$ cat config.mk
export PLATFORM = sky130hd
export DESIGN_NAME = alu_result_stage_flat
export DESIGN_NICKNAME = d
export VERILOG_FILES = /design/src/rtl/CPU_package.sv /design/src/rtl/alu_result_stage_if.sv /design/src/rtl/alu_flag_reg.sv /design/src/rtl/alu_result_stage.sv /design/src/flat_wrapper.sv
export SDC_FILE = /design/constraint.sdc
export NUM_CORES = 1
export LEC_CHECK = 0
export ABC_AREA = 0
export BUFFER_PORTS_ARGS = -buffer_cell sky130_fd_sc_hd__buf_2
export CELL_PAD_IN_SITES_DETAIL_PLACEMENT = 2
export CELL_PAD_IN_SITES_GLOBAL_PLACEMENT = 2
export CORE_MARGIN = 2
export CORE_UTILIZATION = 39
export CTS_CLUSTER_SIZE = 14
export DETAILED_ROUTE_END_ITERATION = 12
export PLACE_DENSITY = 0.92
export SETUP_SLACK_MARGIN = 0.3
export SLEW_MARGIN = 10
export SYNTH_ARGS = -nofsm -noshare
export SYNTH_HDL_FRONTEND = slang
export SYNTH_SLANG_ARGS = --single-unit
$ cat constraint.sdc
create_clock -name clk -period 3.3 [get_ports clk]
set_clock_uncertainty 0.15 [all_clocks]
set_input_delay 0.66 -clock clk [delete_from_list [all_inputs] [get_ports clk]]
set_output_delay 0.66 -clock clk [all_outputs]
set_load 0.01 [all_outputs]
$ cat src/rtl/CPU_package.sv
// Shared CPU datapath types: widths, ALU opcodes and the buffered result record.
package CPU_package;

  localparam int DATA_WIDTH     = 8;
  localparam int REG_ADDR_WIDTH = 3;
  localparam int FLAG_C_BIT     = 0;

  // Encodings 6 and 7 are undefined opcodes.
  typedef enum logic [2:0] {
    ALU_ADD = 3'd0,
    ALU_SUB = 3'd1,
    ALU_INC = 3'd2,
    ALU_DEC = 3'd3,
    ALU_SHL = 3'd4,
    ALU_SHR = 3'd5
  } enum_alu_opcode_t;

  typedef struct packed {
    logic [DATA_WIDTH-1:0]     data;
    logic [REG_ADDR_WIDTH-1:0] dest;
  } alu_result_t;

  function automatic logic op_sets_flags(enum_alu_opcode_t op);
    case (op)
      ALU_ADD, ALU_SUB, ALU_INC, ALU_DEC, ALU_SHL, ALU_SHR: return 1'b1;
      default:                                              return 1'b0;
    endcase
  endfunction

  function automatic logic op_keeps_carry(enum_alu_opcode_t op);
    return (op == ALU_INC) || (op == ALU_DEC);
  endfunction

endpackage

$ cat src/rtl/alu_result_stage_if.sv
// Handshake bundle between the arithmetic unit, the result stage and the register-file writeback port.
interface alu_result_stage_if;
  import CPU_package::*;

  logic                      in_valid;
  logic                      in_ready;
  logic [DATA_WIDTH-1:0]     in_result;
  logic [1:0]                in_flag;
  enum_alu_opcode_t          in_opcode;
  logic [REG_ADDR_WIDTH-1:0] in_dest;

  logic                      wb_valid;
  logic                      wb_ready;
  logic [DATA_WIDTH-1:0]     wb_data;
  logic [REG_ADDR_WIDTH-1:0] wb_dest;

  modport slave (
    input  in_valid, in_result, in_flag, in_opcode, in_dest, wb_ready,
    output in_ready, wb_valid, wb_data, wb_dest
  );

  modport master (
    output in_valid, in_result, in_flag, in_opcode, in_dest, wb_ready,
    input  in_ready, wb_valid, wb_data, wb_dest
  );

endinterface

$ cat src/rtl/alu_flag_reg.sv
// Architectural C/Z/N status flags; clear beats update, INC/DEC leave carry alone.
module alu_flag_reg
  import CPU_package::*;
(
  input  logic                  clk,
  input  logic                  rst,
  input  logic                  i_update,
  input  enum_alu_opcode_t      i_opcode,
  input  logic [DATA_WIDTH-1:0] i_result,
  input  logic                  i_carry,
  input  logic                  i_clr,
  output logic                  o_carry,
  output logic                  o_zero,
  output logic                  o_neg
);

  logic r_c;
  logic r_z;
  logic r_n;

  // NOTE: sequential state uses non-blocking assignments so every flop samples pre-edge values.
  always_ff @(posedge clk) begin
    if (rst) begin
      r_c <= 1'b0;
      r_z <= 1'b0;
      r_n <= 1'b0;
    end else if (i_clr) begin
      r_c <= 1'b0;
      r_z <= 1'b0;
      r_n <= 1'b0;
    end else if (i_update && op_sets_flags(i_opcode)) begin
      if (!op_keeps_carry(i_opcode)) r_c <= i_carry;
      r_z <= (i_result == '0);
      r_n <= i_result[DATA_WIDTH-1];
    end
  end

  assign o_carry = r_c;
  assign o_zero  = r_z;
  assign o_neg   = r_n;

endmodule

$ cat src/rtl/alu_result_stage.sv
// Two-entry result buffer between the arithmetic unit and register-file writeback,
// plus the C/Z/N flags whose carry feeds back into the next arithmetic operation.
module alu_result_stage
  import CPU_package::*;
#(
  parameter int DEPTH = 2
) (
  input  logic                clk,
  input  logic                rst,
  alu_result_stage_if.slave   bus,
  input  logic                flag_clr,
  output logic                carry_q,
  output logic                zero_q,
  output logic                neg_q
);

  if (DEPTH != 2) begin : g_bad_depth
    $error("alu_result_stage: DEPTH must be 2");
  end

  logic        w_push;
  logic        w_pop;
  logic        w_rptr_nxt;
  logic [1:0]  w_count_nxt;
  alu_result_t w_in_entry;
  alu_result_t w_head_nxt;
  logic        w_unused_flag_hi;

  logic        r_wptr;
  logic        r_rptr;
  logic [1:0]  r_count;
  logic        r_in_ready;
  logic        r_wb_valid;
  alu_result_t r_head;
  alu_result_t r_mem [DEPTH];

  assign w_in_entry       = '{data: bus.in_result, dest: bus.in_dest};
  assign w_unused_flag_hi = bus.in_flag[1];

  assign w_push = bus.in_valid & r_in_ready;
  assign w_pop  = r_wb_valid & bus.wb_ready;

  // The head register is loaded with whatever will sit at the read pointer after this
  // edge, bypassing the incoming entry when it lands directly in the head slot.
  // NOTE: every always_comb output gets a default first so no latch can be inferred.
  always_comb begin
    w_count_nxt = r_count;
    case ({w_push, w_pop})
      2'b10:   w_count_nxt = r_count + 2'd1;
      2'b01:   w_count_nxt = r_count - 2'd1;
      default: w_count_nxt = r_count;
    endcase
    w_rptr_nxt = w_pop ? ~r_rptr : r_rptr;
    w_head_nxt = r_mem[w_rptr_nxt];
    if (w_push && (w_rptr_nxt == r_wptr)) w_head_nxt = w_in_entry;
  end

  always_ff @(posedge clk) begin
    if (rst) begin
      r_wptr     <= 1'b0;
      r_rptr     <= 1'b0;
      r_count    <= 2'd0;
      r_in_ready <= 1'b1;
      r_wb_valid <= 1'b0;
      r_head     <= '0;
    end else begin
      if (w_push) r_wptr <= ~r_wptr;
      r_rptr     <= w_rptr_nxt;
      r_count    <= w_count_nxt;
      r_in_ready <= (w_count_nxt != 2'd2);
      r_wb_valid <= (w_count_nxt != 2'd0);
      if (w_count_nxt != 2'd0) r_head <= w_head_nxt;
    end
  end

  // NOTE: storage is not reset; the pointers and count decide what is live, so stale
  // contents are never presented.
  always_ff @(posedge clk) begin
    if (w_push) r_mem[r_wptr] <= w_in_entry;
  end

  assign bus.in_ready = r_in_ready;
  assign bus.wb_valid = r_wb_valid;
  assign bus.wb_data  = r_head.data;
  assign bus.wb_dest  = r_head.dest;

  alu_flag_reg u_flags (
    .clk      (clk),
    .rst      (rst),
    .i_update (w_push),
    .i_opcode (bus.in_opcode),
    .i_result (bus.in_result),
    .i_carry  (bus.in_flag[FLAG_C_BIT]),
    .i_clr    (flag_clr),
    .o_carry  (carry_q),
    .o_zero   (zero_q),
    .o_neg    (neg_q)
  );

endmodule

$ cat src/flat_wrapper.sv
// flat-port wrapper written by rule: the top's interface ports become plain ports
module alu_result_stage_flat import CPU_package::*;
#(
  parameter int DEPTH = 2
)
  (clk, rst, flag_clr, carry_q, zero_q, neg_q, bus_in_valid, bus_in_result, bus_in_flag, bus_in_opcode, bus_in_dest, bus_wb_ready, bus_in_ready, bus_wb_valid, bus_wb_data, bus_wb_dest);
  alu_result_stage_if bus_i ();
  input  logic clk;
  input  logic rst;
  input  logic flag_clr;
  output logic carry_q;
  output logic zero_q;
  output logic neg_q;
  input wire logic [$bits(bus_i.in_valid)-1:0] bus_in_valid;
  input wire logic [$bits(bus_i.in_result)-1:0] bus_in_result;
  input wire logic [$bits(bus_i.in_flag)-1:0] bus_in_flag;
  input wire logic [$bits(bus_i.in_opcode)-1:0] bus_in_opcode;
  input wire logic [$bits(bus_i.in_dest)-1:0] bus_in_dest;
  input wire logic [$bits(bus_i.wb_ready)-1:0] bus_wb_ready;
  output wire logic [$bits(bus_i.in_ready)-1:0] bus_in_ready;
  output wire logic [$bits(bus_i.wb_valid)-1:0] bus_wb_valid;
  output wire logic [$bits(bus_i.wb_data)-1:0] bus_wb_data;
  output wire logic [$bits(bus_i.wb_dest)-1:0] bus_wb_dest;
  assign bus_i.in_valid = bus_in_valid;
  assign bus_i.in_result = bus_in_result;
  assign bus_i.in_flag = bus_in_flag;
  assign bus_i.in_opcode = bus_in_opcode;
  assign bus_i.in_dest = bus_in_dest;
  assign bus_i.wb_ready = bus_wb_ready;
  assign bus_in_ready = bus_i.in_ready;
  assign bus_wb_valid = bus_i.wb_valid;
  assign bus_wb_data = bus_i.wb_data;
  assign bus_wb_dest = bus_i.wb_dest;
  alu_result_stage #(.DEPTH(DEPTH)) u_core (.clk(clk), .rst(rst), .bus(bus_i), .flag_clr(flag_clr), .carry_q(carry_q), .zero_q(zero_q), .neg_q(neg_q));
endmodule
==> results of run 1 <==
-- stage by stage --
stage / hold slack [ns] / cell area, µm² / cells / worst slack, ns
3_5_place_dp: 0.303 / 2020 / 228 / 0.566
4_1_cts: 0.321 / 2100 / 236 / 0.879
5_1_grt: 0.338 / 2100 / 236 / 0.730
6_report: 0.318 / 2100 / 236 / 0.844
3_3_place_gp: 0.295 / 2020 / 228 / 0.677
2_1_floorplan: 0.346 / 1890 / 148 / 0.952
-- layout by cell type, fill, tap and decap left out, types with 2 or more instances in the layout --
master / Yosys / layout
edfxtp_1: 22 / 22
buf_2: 0 / 34
dfxtp_1: 20 / 20
a32o_1: 10 / 10
a21oi_1: 3 / 3
xor2_1: 3 / 3
mux2i_1: 2 / 2
nor4_1: 2 / 2
nand3b_1: 12 / 12
buf_4: 0 / 3
xnor2_1: 3 / 3
nand3_2: 10 / 10
nor2_1: 5 / 5
clkbuf_8: 4 / 5
o22ai_1: 11 / 11
nor3_1: 2 / 2
nand3_1: 13 / 13
clkinv_1: 0 / 3
-- sequential cells by signal, summed over array words and instances, names as in the netlist --
signal	cells
u_core.u_flags.o_carry	1
u_core.bus.in_ready	1
u_core.bus.wb_dest	3
u_core.r_wptr	1
u_core.r_rptr	1
u_core.u_flags.o_neg	1
u_core.r_mem	22
u_core.bus.wb_data	8
u_core.r_count	2
u_core.bus.wb_valid	1
u_core.u_flags.o_zero	1
-- cell type report --
| class | count | share of cell area |
|---|---|---|
| inverters | 2 | 0.00477 |
| repair buffers | 37 | 0.0918 |
| clock inverters | 3 | 0.00536 |
| multi-input cells | 93 | 0.328 |
| flip-flops and latches | 42 | 0.505 |
| well taps | 54 | 0.0322 |
| clock buffers | 5 | 0.0328 |
-- kinds of logic (layout without fill, tap and decap cells) --
group                    count (synthesis)  in the layout  share of synthesized area
XOR/XNOR                                 6              6                     0.0279
adder cells (fa/ha/maj)                  1              1                    0.00663
multiplexers                             2              2                     0.0106
AND/OR/NAND/NOR                         54             54                      0.197
AO/OA/AOI/OAI                           30             30                      0.123
buffers and inverters                   13             47                     0.0723
flip-flops                              42             42                      0.563
-- worst reg2reg max path, stage by stage (launching register included) --
cell,delay [ns]
dfxtp_1,0.39
a21boi_1,0.99
or4_4,0.43
nand3_2,0.10
a32o_1,0.26
-- power groups by stage --
stage / clock [µW] / sequential (µW) / combinational, µW
after global routing: 341 / 735 / 580
after CTS: 320 / 724 / 530
after detailed placement: 0 / 735 / 526
after floorplan: 0 / 750 / 352
final: 312 / 723 / 526
after global placement: 0 / 723 / 487
-- worst min-delay path by stage --
stage                            endpoint  slack (ns)  cells after the start
floorplan           u_core.u_flags.o_zero        0.35                      2
global placement    u_core.bus.wb_data[1]        0.29                      1
detailed placement  u_core.bus.wb_data[7]        0.30                      1
CTS                 u_core.bus.wb_data[7]        0.32                      1
global route        u_core.bus.wb_dest[2]        0.34                      1
finish              u_core.bus.wb_dest[2]        0.32                      1
-- per-layer routing --
layer | part of all wire | vias to the layer above | routed length (µm) | global-route usage
met2 | 0.51 | 46 | 2680 | 0.370
met1 | 0.44 | 719 | 2270 | 0.251
met5 | 0 | - | 0 | 0
met4 | 0.0081 | 0 | 42 | 0.0566
met3 | 0.042 | 6 | 220 | 0.0562
li1 | - | 638 | - | -
==> flow_summary.json, run 1 <==
{
  "status": "finished clean",
  "postCtsSetupBuffers": 0,
  "ys_types": 38,
  "synth.most_common_cell": "edfxtp_1",
  "power_uw": 1560,
  "crit_cells": 9,
  "synthFlopType": "edfxtp_1",
  "power_switching_uw": 550,
  "fin_nets": 203,
  "rrSetupSlack_ns": 0.87,
  "power_frac_seq": 0.463,
  "yosys.area.top_type_share": 0.350,
  "slew_headroom": 0.179,
  "clk_latency_ns": 0.29,
  "ir_drop_mv": 0.262,
  "cts.sinks": 42,
  "critical_path.top_delay_family": "simple AND/OR/NAND/NOR gates",
  "power.leakage_uw": 0.000832,
  "start_util": 0.402,
  "finalCritPeriodShare": 0.744,
  "critPathRequiredTime_ns": 3.38,
  "r2r_start": "u_core.r_rptr",
  "syn_nets": 170,
  "multi_input_area_um2": 688,
  "powerDensity_mw_per_mm2": 743,
  "grt_usage": 0.210,
  "intPower_uw": 1010,
  "row_count": 25,
  "synth_top_cell_by_area": "edfxtp_1",
  "antenna_found_initial": 0,
  "drt.antenna.violating_nets": 0,
  "dp_hpwl_mm": 3.60,
  "synth_seq_cells": 42,
  "synth_edf_count": 22,
  "vias": 1409,
  "critPathBufInv": 3,
  "layout-drive-gt1-share": 0.324,
  "fin_tns_setup_ns": 0,
  "cts_resized": 0,
  "fillCellCount": 492,
  "gp_congestion": 0.735,
  "htreeDepth": 2,
  "synth_area_leaders": "edfxtp_1, dfxtp_1, a32o_1",
  "clock-root-buffer": "clkbuf_8",
  "crit_end": "u_core.bus.wb_data[5]",
  "hold_viol": 0,
  "rr_worst_depth": 4,
  "setup_viol": 0,
  "clkPwrFrac": 0.200,
  "maxCapViolCount": 0,
  "r2r-end": "u_core.bus.wb_data[0]",
  "synth_top_cells_by_count": "edfxtp_1, dfxtp_1, nand3_1",
  "die-area_mm2": 0.00541,
  "rsz0062_at_grt": "false",
  "grt.overflow.total": 0,
  "worst_pin_slew_ns": 1.23,
  "ctsHoldBuffers": 0,
  "cp-start-kind": "primary input",
  "swShare": 0.352,
  "drt_first_pass_iters": 4,
  "crit_chain": "buf_2 -> and2_4 -> inv_4 -> ha_1 -> nor3b_1 -> a31oi_1 -> nor2_1 -> buf_4 -> a32o_1",
  "vias_per_cell": 5.97,
  "synth.yosys.seq_area_share": 0.563,
  "die_w_um": 73.5,
  "n_antenna_cell": 0,
  "fin_util": 0.447,
  "end_kind": "flop",
  "clock.fmax_mhz": 407,
  "path_class": "in2reg",
  "fp.dieH_um": 73.5,
  "min_from": "u_core.bus.wb_dest[2]",
  "clk_pin_slew_ns": 0.07,
  "arrival_ns": 2.54,
  "tritoncts": "yes",
  "grt_pass1_vias": 1524,
  "synth_cells": 148,
  "syn2layout_area_growth_pct": 11.3,
  "core_area_mm2": 0.00469,
  "regArea_mm2": 0.00106,
  "critPathMaxFanout": 13,
  "synthArstFlopShare": 0,
  "maxSlewViolCount": 0,
  "fin_crit_ns": 2.46,
  "io_pins": 37,
  "drtIter0Drc": 126,
  "yosysWarnings": 0,
  "grt_pass1_wl_mm": 8.20,
  "clockBufferDepth": 2,
  "min-delay-path-class": "reg2reg",
  "slowest_delay_ns": 0.36,
  "grt_max_degree": 23,
  "syn_area_per_cell_um2": 12.7,
  "wl_per_cell_um": 22.1,
  "p_comb_frac": 0.337,
  "crit_start": "bus_in_valid",
  "critPathSlowestCell": "ha_1",
  "syn_area_mm2": 0.00189,
  "wirelength_mm": 5.21,
  "drc": 0,
  "cts_buffers": 5,
  "io_buffers": 34
}
Power figures use the tool's default switching activity.
==> run 2: changes to the inputs <==
--- a/config.mk
+++ b/config.mk
@@ -5,15 +5,15 @@
 export SDC_FILE = /design/constraint.sdc
 export NUM_CORES = 1
 export LEC_CHECK = 0
-export ABC_AREA = 0
+export ABC_AREA = 1
 export BUFFER_PORTS_ARGS = -buffer_cell sky130_fd_sc_hd__buf_2
 export CELL_PAD_IN_SITES_DETAIL_PLACEMENT = 2
 export CELL_PAD_IN_SITES_GLOBAL_PLACEMENT = 2
 export CORE_MARGIN = 2
-export CORE_UTILIZATION = 39
+export CORE_UTILIZATION = 29
 export CTS_CLUSTER_SIZE = 14
 export DETAILED_ROUTE_END_ITERATION = 12
-export PLACE_DENSITY = 0.92
+export PLACE_DENSITY = 0.82
 export SETUP_SLACK_MARGIN = 0.3
 export SLEW_MARGIN = 10
 export SYNTH_ARGS = -nofsm -noshare
==> constraint.sdc (replaced) <==
create_clock -name clk -period 2.2 [get_ports clk]
set_clock_uncertainty 0.15 [all_clocks]
set_input_delay 0.44 -clock clk [delete_from_list [all_inputs] [get_ports clk]]
set_output_delay 0.44 -clock clk [all_outputs]
set_load 0.01 [all_outputs]
==> flow_summary.json, run 2 <==
{
  "status": "finished clean",
  "synth_edf_count": 22,
  "final_common_cell": "nand2_1",
  "tritoncts": "yes",
  "layout-drive-gt1-share": 0.278,
  "synth_cells": 201,
  "io_buffers": 34,
  "fin_nets": 266,
  "power_switching_uw": 1110,
  "crit_chain": "nand2_4 -> inv_1 -> ha_4 -> inv_1 -> nand3_1 -> nand2_2 -> nand2_4 -> nor2_4 -> buf_6 -> inv_1 -> a21oi_2",
  "grt_max_degree": 23,
  "wirelength_mm": 5.10,
  "fin_crit_ns": 1.74,
  "row_count": 29,
  "synth.yosys.seq_area_share": 0.571,
  "yosys.area.top_type_share": 0.355,
  "syn_area_per_cell_um2": 9.25,
  "worst_pin_slew_ns": 0.353,
  "dpl.cell_count": 311,
  "synth_top_family_by_area": "simple AND/OR/NAND/NOR gates",
  "drt.antenna.violating_nets": 0,
  "clockBufferDepth": 2,
  "syn2layout_area_growth_pct": 21.9,
  "grt_pass1_wl_mm": 8.31,
  "largest_reg_flops": 22,
  "instances_no_fill": 322,
  "cp-start-kind": "flop",
  "antenna_found_initial": 0,
  "vias_per_cell": 4.79,
  "ys_types": 26,
  "final_cell_mix": "nand2_1, buf_2, nand3_1",
  "critPathMaxFanout": 6,
  "synth_top_cell_by_area": "edfxtp_1",
  "htreeDepth": 2,
  "synth.area.mux_share": 0,
  "yosysWarnings": 0,
  "clk_pin_slew_ns": 0.09,
  "rsz0062_at_grt": "false",
  "setup_viol": 0,
  "die-area_mm2": 0.00707,
  "swShare": 0.402,
  "dp_hpwl_mm": 3.49,
  "clock.fmax_mhz": 574,
  "yosys.area_share.simple": 0.283,
  "hold_viol": 0,
  "clk_latency_ns": 0.29,
  "synth.most_common_cell": "nand2_1",
  "grt_pass1_vias": 1677,
  "vias": 1542,
  "drt_first_pass_iters": 4,
  "finalCritPeriodShare": 0.792,
  "ir_drop_mv": 0.458,
  "n_antenna_cell": 0,
  "power.leakage_uw": 0.00107,
  "regMostFlops": "u_core.r_mem",
  "synth_seq_cells": 42,
  "min-delay-path-class": "in2reg",
  "syn_nets": 223,
  "maxCapViolCount": 0,
  "p_comb_frac": 0.431,
  "syn_area_mm2": 0.00186,
  "start_util": 0.296,
  "synth_area_leaders": "edfxtp_1, dfxtp_1, nand2_1",
  "fin_tns_setup_ns": 0,
  "critPathRequiredTime_ns": 2.28,
  "synthFlopType": "edfxtp_1",
  "drtIter0Drc": 12,
  "critPathSlowestCell": "dfxtp_4",
  "hold_ws_ns": 0.190,
  "intPower_uw": 1660,
  "drc": 0,
  "io_pins": 37,
  "synthAdderAreaFrac": 0.00673,
  "cts_buffers": 5,
  "core_area_mm2": 0.00628,
  "wl_per_cell_um": 15.8,
  "fp.dieH_um": 84.1,
  "synthArstFlopShare": 0,
  "slowest_delay_ns": 0.38,
  "end_kind": "flop",
  "path_class": "reg2reg",
  "grt_usage": 0.150,
  "synth_top_cells_by_count": "nand2_1, nand3_1, inv_1",
  "grt.overflow.total": 0,
  "gp_congestion": 0.726,
  "synth_xor_area_frac": 0.00471,
  "synth_compound_area_frac": 0.0451,
  "clock-root-buffer": "clkbuf_8",
  "die_w_um": 84.1,
  "power_frac_seq": 0.393,
  "powerDensity_mw_per_mm2": 1220,
  "ctsHoldBuffers": 0,
  "clkPwrFrac": 0.177,
  "cp_common_cell": "inv_1",
  "cts.sinks": 42,
  "maxSlewViolCount": 0,
  "slew_headroom": 0.764,
  "arrival_ns": 1.82,
  "power_uw": 2780
}
run 2: cell count changes after synthesis, moves of 8 or more:
| cell | previous run | this run |
|---|---|---|
| a32o_1 | 10 | 0 |
| inv_1 | 1 | 24 |
| nand2_1 | 1 | 50 |
| nand3_1 | 13 | 29 |
| nand3_2 | 10 | 2 |
| o21ai_1 | 0 | 9 |
| o22ai_1 | 11 | 0 |
run 2: power by group through the flow:
stage          registers (µW)  logic (µW)  clock network, µW
5_1_grt                  1110        1340                548
3_3_place_gp             1090         982                  0
3_5_place_dp             1100        1040                  0
4_1_cts                  1080        1110                513
2_1_floorplan            1130         711                  0
6_report                 1090        1200                490
run 2: metrics by stage:
stage,setup WS [ns],area [µm²],utilization
global route,0.334,2270,0.361
detailed placement,0.0403,2110,0.335
finish,0.457,2270,0.361
floorplan,0.415,1860,-
global placement,0.144,2110,0.335
CTS,0.325,2210,0.353
run 2: final cells by class:
class / count / area [µm²]
Multi-Input combinational cell: 127 / 683
Timing Repair Buffer: 43 / 241
Tap cell: 77 / 96.3
Fill cell: 731 / 4010
Sequential cell: 42 / 1060
Inverter: 25 / 93.8
Clock buffer: 6 / 72.6
Clock inverter: 2 / 13.8
run 2: cells by family (layout without fill, tap and decap cells):
| family | Yosys count | after routing |
|---|---|---|
| simple gates | 109 | 110 |
| flops | 42 | 42 |
| buf+inv | 33 | 76 |
| compound gates | 15 | 15 |
| fa+ha+maj | 1 | 1 |
| xor+xnor | 1 | 1 |
run 2: layer usage:
metal,wire length [µm],global-route usage
met2,2680,0.268
met3,175,0.0346
met5,0,0
met1,2170,0.178
met4,82,0.0440
run 2: timing repair:
item	CTS	global route
endpoints found under the hold margin	0	0
buffers inserted	1	0
setup endpoints to repair	8	12
gates resized for setup	2	11
pin swaps	1	4
gates cloned	1	1
run 2: worst paths after layout:
kind                    startpoint                     to  slack [ns]  depth (start not counted)
min reg2reg  u_core.bus.wb_dest[1]  u_core.bus.wb_dest[1]        0.32                          2
max            u_core.bus.wb_valid  u_core.bus.wb_data[1]        0.46                         11
max reg2reg    u_core.bus.wb_valid  u_core.bus.wb_data[1]        0.46                         11
min                 bus_in_dest[1]     u_core.r_mem[1][1]        0.19                          1
run 2: critical path: cells and delay by family, from the launching register on:
kind            cells  cell delay (ns)
simple gates        5             0.48
buf+inv             4             0.35
flops               1             0.38
compound gates      1             0.11
fa+ha+maj           1             0.21
==> run 3: changes to the inputs <==
--- a/config.mk
+++ b/config.mk
@@ -5,15 +5,15 @@
 export SDC_FILE = /design/constraint.sdc
 export NUM_CORES = 1
 export LEC_CHECK = 0
-export ABC_AREA = 1
+export ABC_AREA = 0
 export BUFFER_PORTS_ARGS = -buffer_cell sky130_fd_sc_hd__buf_2
 export CELL_PAD_IN_SITES_DETAIL_PLACEMENT = 2
 export CELL_PAD_IN_SITES_GLOBAL_PLACEMENT = 2
 export CORE_MARGIN = 2
-export CORE_UTILIZATION = 29
+export CORE_UTILIZATION = 36
 export CTS_CLUSTER_SIZE = 14
 export DETAILED_ROUTE_END_ITERATION = 12
-export PLACE_DENSITY = 0.82
+export PLACE_DENSITY = 0.87
 export SETUP_SLACK_MARGIN = 0.3
 export SLEW_MARGIN = 10
 export SYNTH_ARGS = -nofsm -noshare
==> constraint.sdc (replaced) <==
create_clock -name clk -period 1.7 [get_ports clk]
set_clock_uncertainty 0.15 [all_clocks]
set_input_delay 0.34 -clock clk [delete_from_list [all_inputs] [get_ports clk]]
set_output_delay 0.34 -clock clk [all_outputs]
set_load 0.01 [all_outputs]
==> flow_summary.json, run 3 (same netlist as run 1, synthesis figures left out) <==
{
  "grt_pass1_wl_mm": 9.68,
  "path_class": "reg2reg",
  "swShare": 0.355,
  "clockBufferDepth": 2,
  "end_kind": "flop",
  "intPower_uw": 2240,
  "fin_crit_ns": 1.88,
  "start_util": 0.372,
  "wirelength_mm": 6.15,
  "clock-root-buffer": "clkbuf_8",
  "rsz0062_at_grt": "true",
  "dpl_cell_area_mm2": 0.00218,
  "antenna_found_initial": 0,
  "vias_per_cell": 5.58,
  "setup_viol": 13,
  "dpl.cell_count": 257,
  "dp_hpwl_mm": 4.00,
  "worst_pin_slew_ns": 0.600,
  "final_common_cell": "buf_2",
  "regMostFlops": "u_core.r_mem",
  "hold_viol": 0,
  "grt_max_degree": 14,
  "ir_drop_mv": 0.687,
  "n_antenna_cell": 0,
  "p_comb_frac": 0.392,
  "io_buffers": 34,
  "fin_nets": 225,
  "slew_headroom": 0.596,
  "ctsHoldBuffers": 0,
  "maxSlewViolCount": 0,
  "cp-start-kind": "flop",
  "syn2layout_area_growth_pct": 30.9,
  "critPathMaxFanout": 6,
  "htreeDepth": 2,
  "violations": "negative setup slack",
  "arrival_ns": 1.93,
  "layout-drive-gt1-share": 0.485,
  "min-delay-path-class": "in2reg",
  "clk_pin_slew_ns": 0.08,
  "cts_buffers": 5,
  "fp.dieH_um": 76.4,
  "drt.antenna.violating_nets": 0,
  "clock.fmax_mhz": 533,
  "tritoncts": "yes",
  "design_area_mm2": 0.00247,
  "wl_per_cell_um": 22.4,
  "drt_first_pass_iters": 4,
  "grt_pass1_vias": 1747,
  "status": "finished with violations",
  "final_cell_mix": "buf_2, edfxtp_1, dfxtp_1",
  "clkPwrFrac": 0.197,
  "powerDensity_mw_per_mm2": 1410,
  "critPathRequiredTime_ns": 1.75,
  "gp_congestion": 0.802,
  "maxCapViolCount": 0,
  "die-area_mm2": 0.00583,
  "largest_reg_flops": 22,
  "finalWorstSetupSlack_ns": -0.175,
  "drtIter0Drc": 57,
  "power_switching_uw": 1230,
  "die_w_um": 76.4,
  "core_area_mm2": 0.00507,
  "vias": 1528,
  "finalCritPeriodShare": 1.10,
  "io_pins": 37,
  "grt.overflow.total": 0,
  "drc": 0,
  "power.leakage_uw": 0.000980,
  "clk_latency_ns": 0.30,
  "instances_no_fill": 274,
  "hold_ws_ns": 0.0851,
  "grt_usage": 0.223,
  "row_count": 26,
  "cts.sinks": 42,
  "power_frac_seq": 0.412
}
[run 3: cell count changes in the layout (fill, tap and decap cells not counted), moves of 10 or more]
cell     before  now
nand3_2       2   12
inv_1        24    1
nand3_1      29   11
a32o_1        0   10
o22ai_1       0   11
nand2_1      47    1
[run 3: worst max-delay path: stages, from the launching register on]
cell and delay [ns]:
dfxtp_2 0.34, and2_4 0.15, inv_4 0.04, ha_4 0.26
nor3b_4 0.21, a31oi_4 0.08, and2b_2 0.30, a32o_2 0.25
[run 3: repair_timing]
item,CTS,global route
setup endpoints to repair,39,32
buffers inserted,6,1
cloned,2,0
pin swaps,7,2
resized for setup,14,12
[run 3: per-stage QoR]
step / TNS (ns) / utilization / power, µW / setup WS [ns]
floorplan: -1.32 / - / 2170 / -0.132
finish: -1.62 / 0.486 / 3470 / -0.175
CTS: -1.44 / 0.473 / 3430 / -0.155
global route: -2.37 / 0.486 / 3660 / -0.235
detailed placement: -6.97 / 0.429 / 2570 / -0.614
global placement: -5.00 / 0.429 / 2460 / -0.441
[run 3: layout make-up]
class	count	area, µm²
Clock buffer	6	82.6
Clock inverter	2	12.5
Fill cell	519	2610
Inverter	2	10.0
Multi-Input combinational cell	95	807
Sequential cell	42	1060
Tap cell	70	87.6
Timing Repair Buffer	57	403
[run 3: routing by layer]
metal  GRT usage  vias up  routed length (µm)  share of wire
met2       0.401       54                3240           0.53
met1       0.252      772                2450           0.40
met4      0.0945        0                 174          0.028
li1            -      686                   -              -
met3      0.0509       16                 278          0.045
met5           0        -                   0              0
[run 3: worst paths after layout]
check                                      startpoint                    end  slack [ns]  cells past startpoint
worst max-delay path              u_core.bus.in_ready  u_core.bus.wb_data[4]       -0.18                      7
worst max register to register    u_core.bus.in_ready  u_core.bus.wb_data[4]       -0.18                      7
worst min-delay path                         flag_clr  u_core.u_flags.o_zero        0.09                      2
worst min register to register  u_core.bus.wb_data[1]  u_core.bus.wb_data[1]        0.32                      1
[run 3: power groups by stage]
| stage | combinational, µW | clock, µW | sequential, µW |
|---|---|---|---|
| finish | 1360 | 682 | 1430 |
| global route | 1460 | 747 | 1460 |
| CTS | 1300 | 695 | 1430 |
| detailed placement | 1140 | 0 | 1430 |
| global placement | 1050 | 0 | 1410 |
| floorplan | 705 | 0 | 1460 |
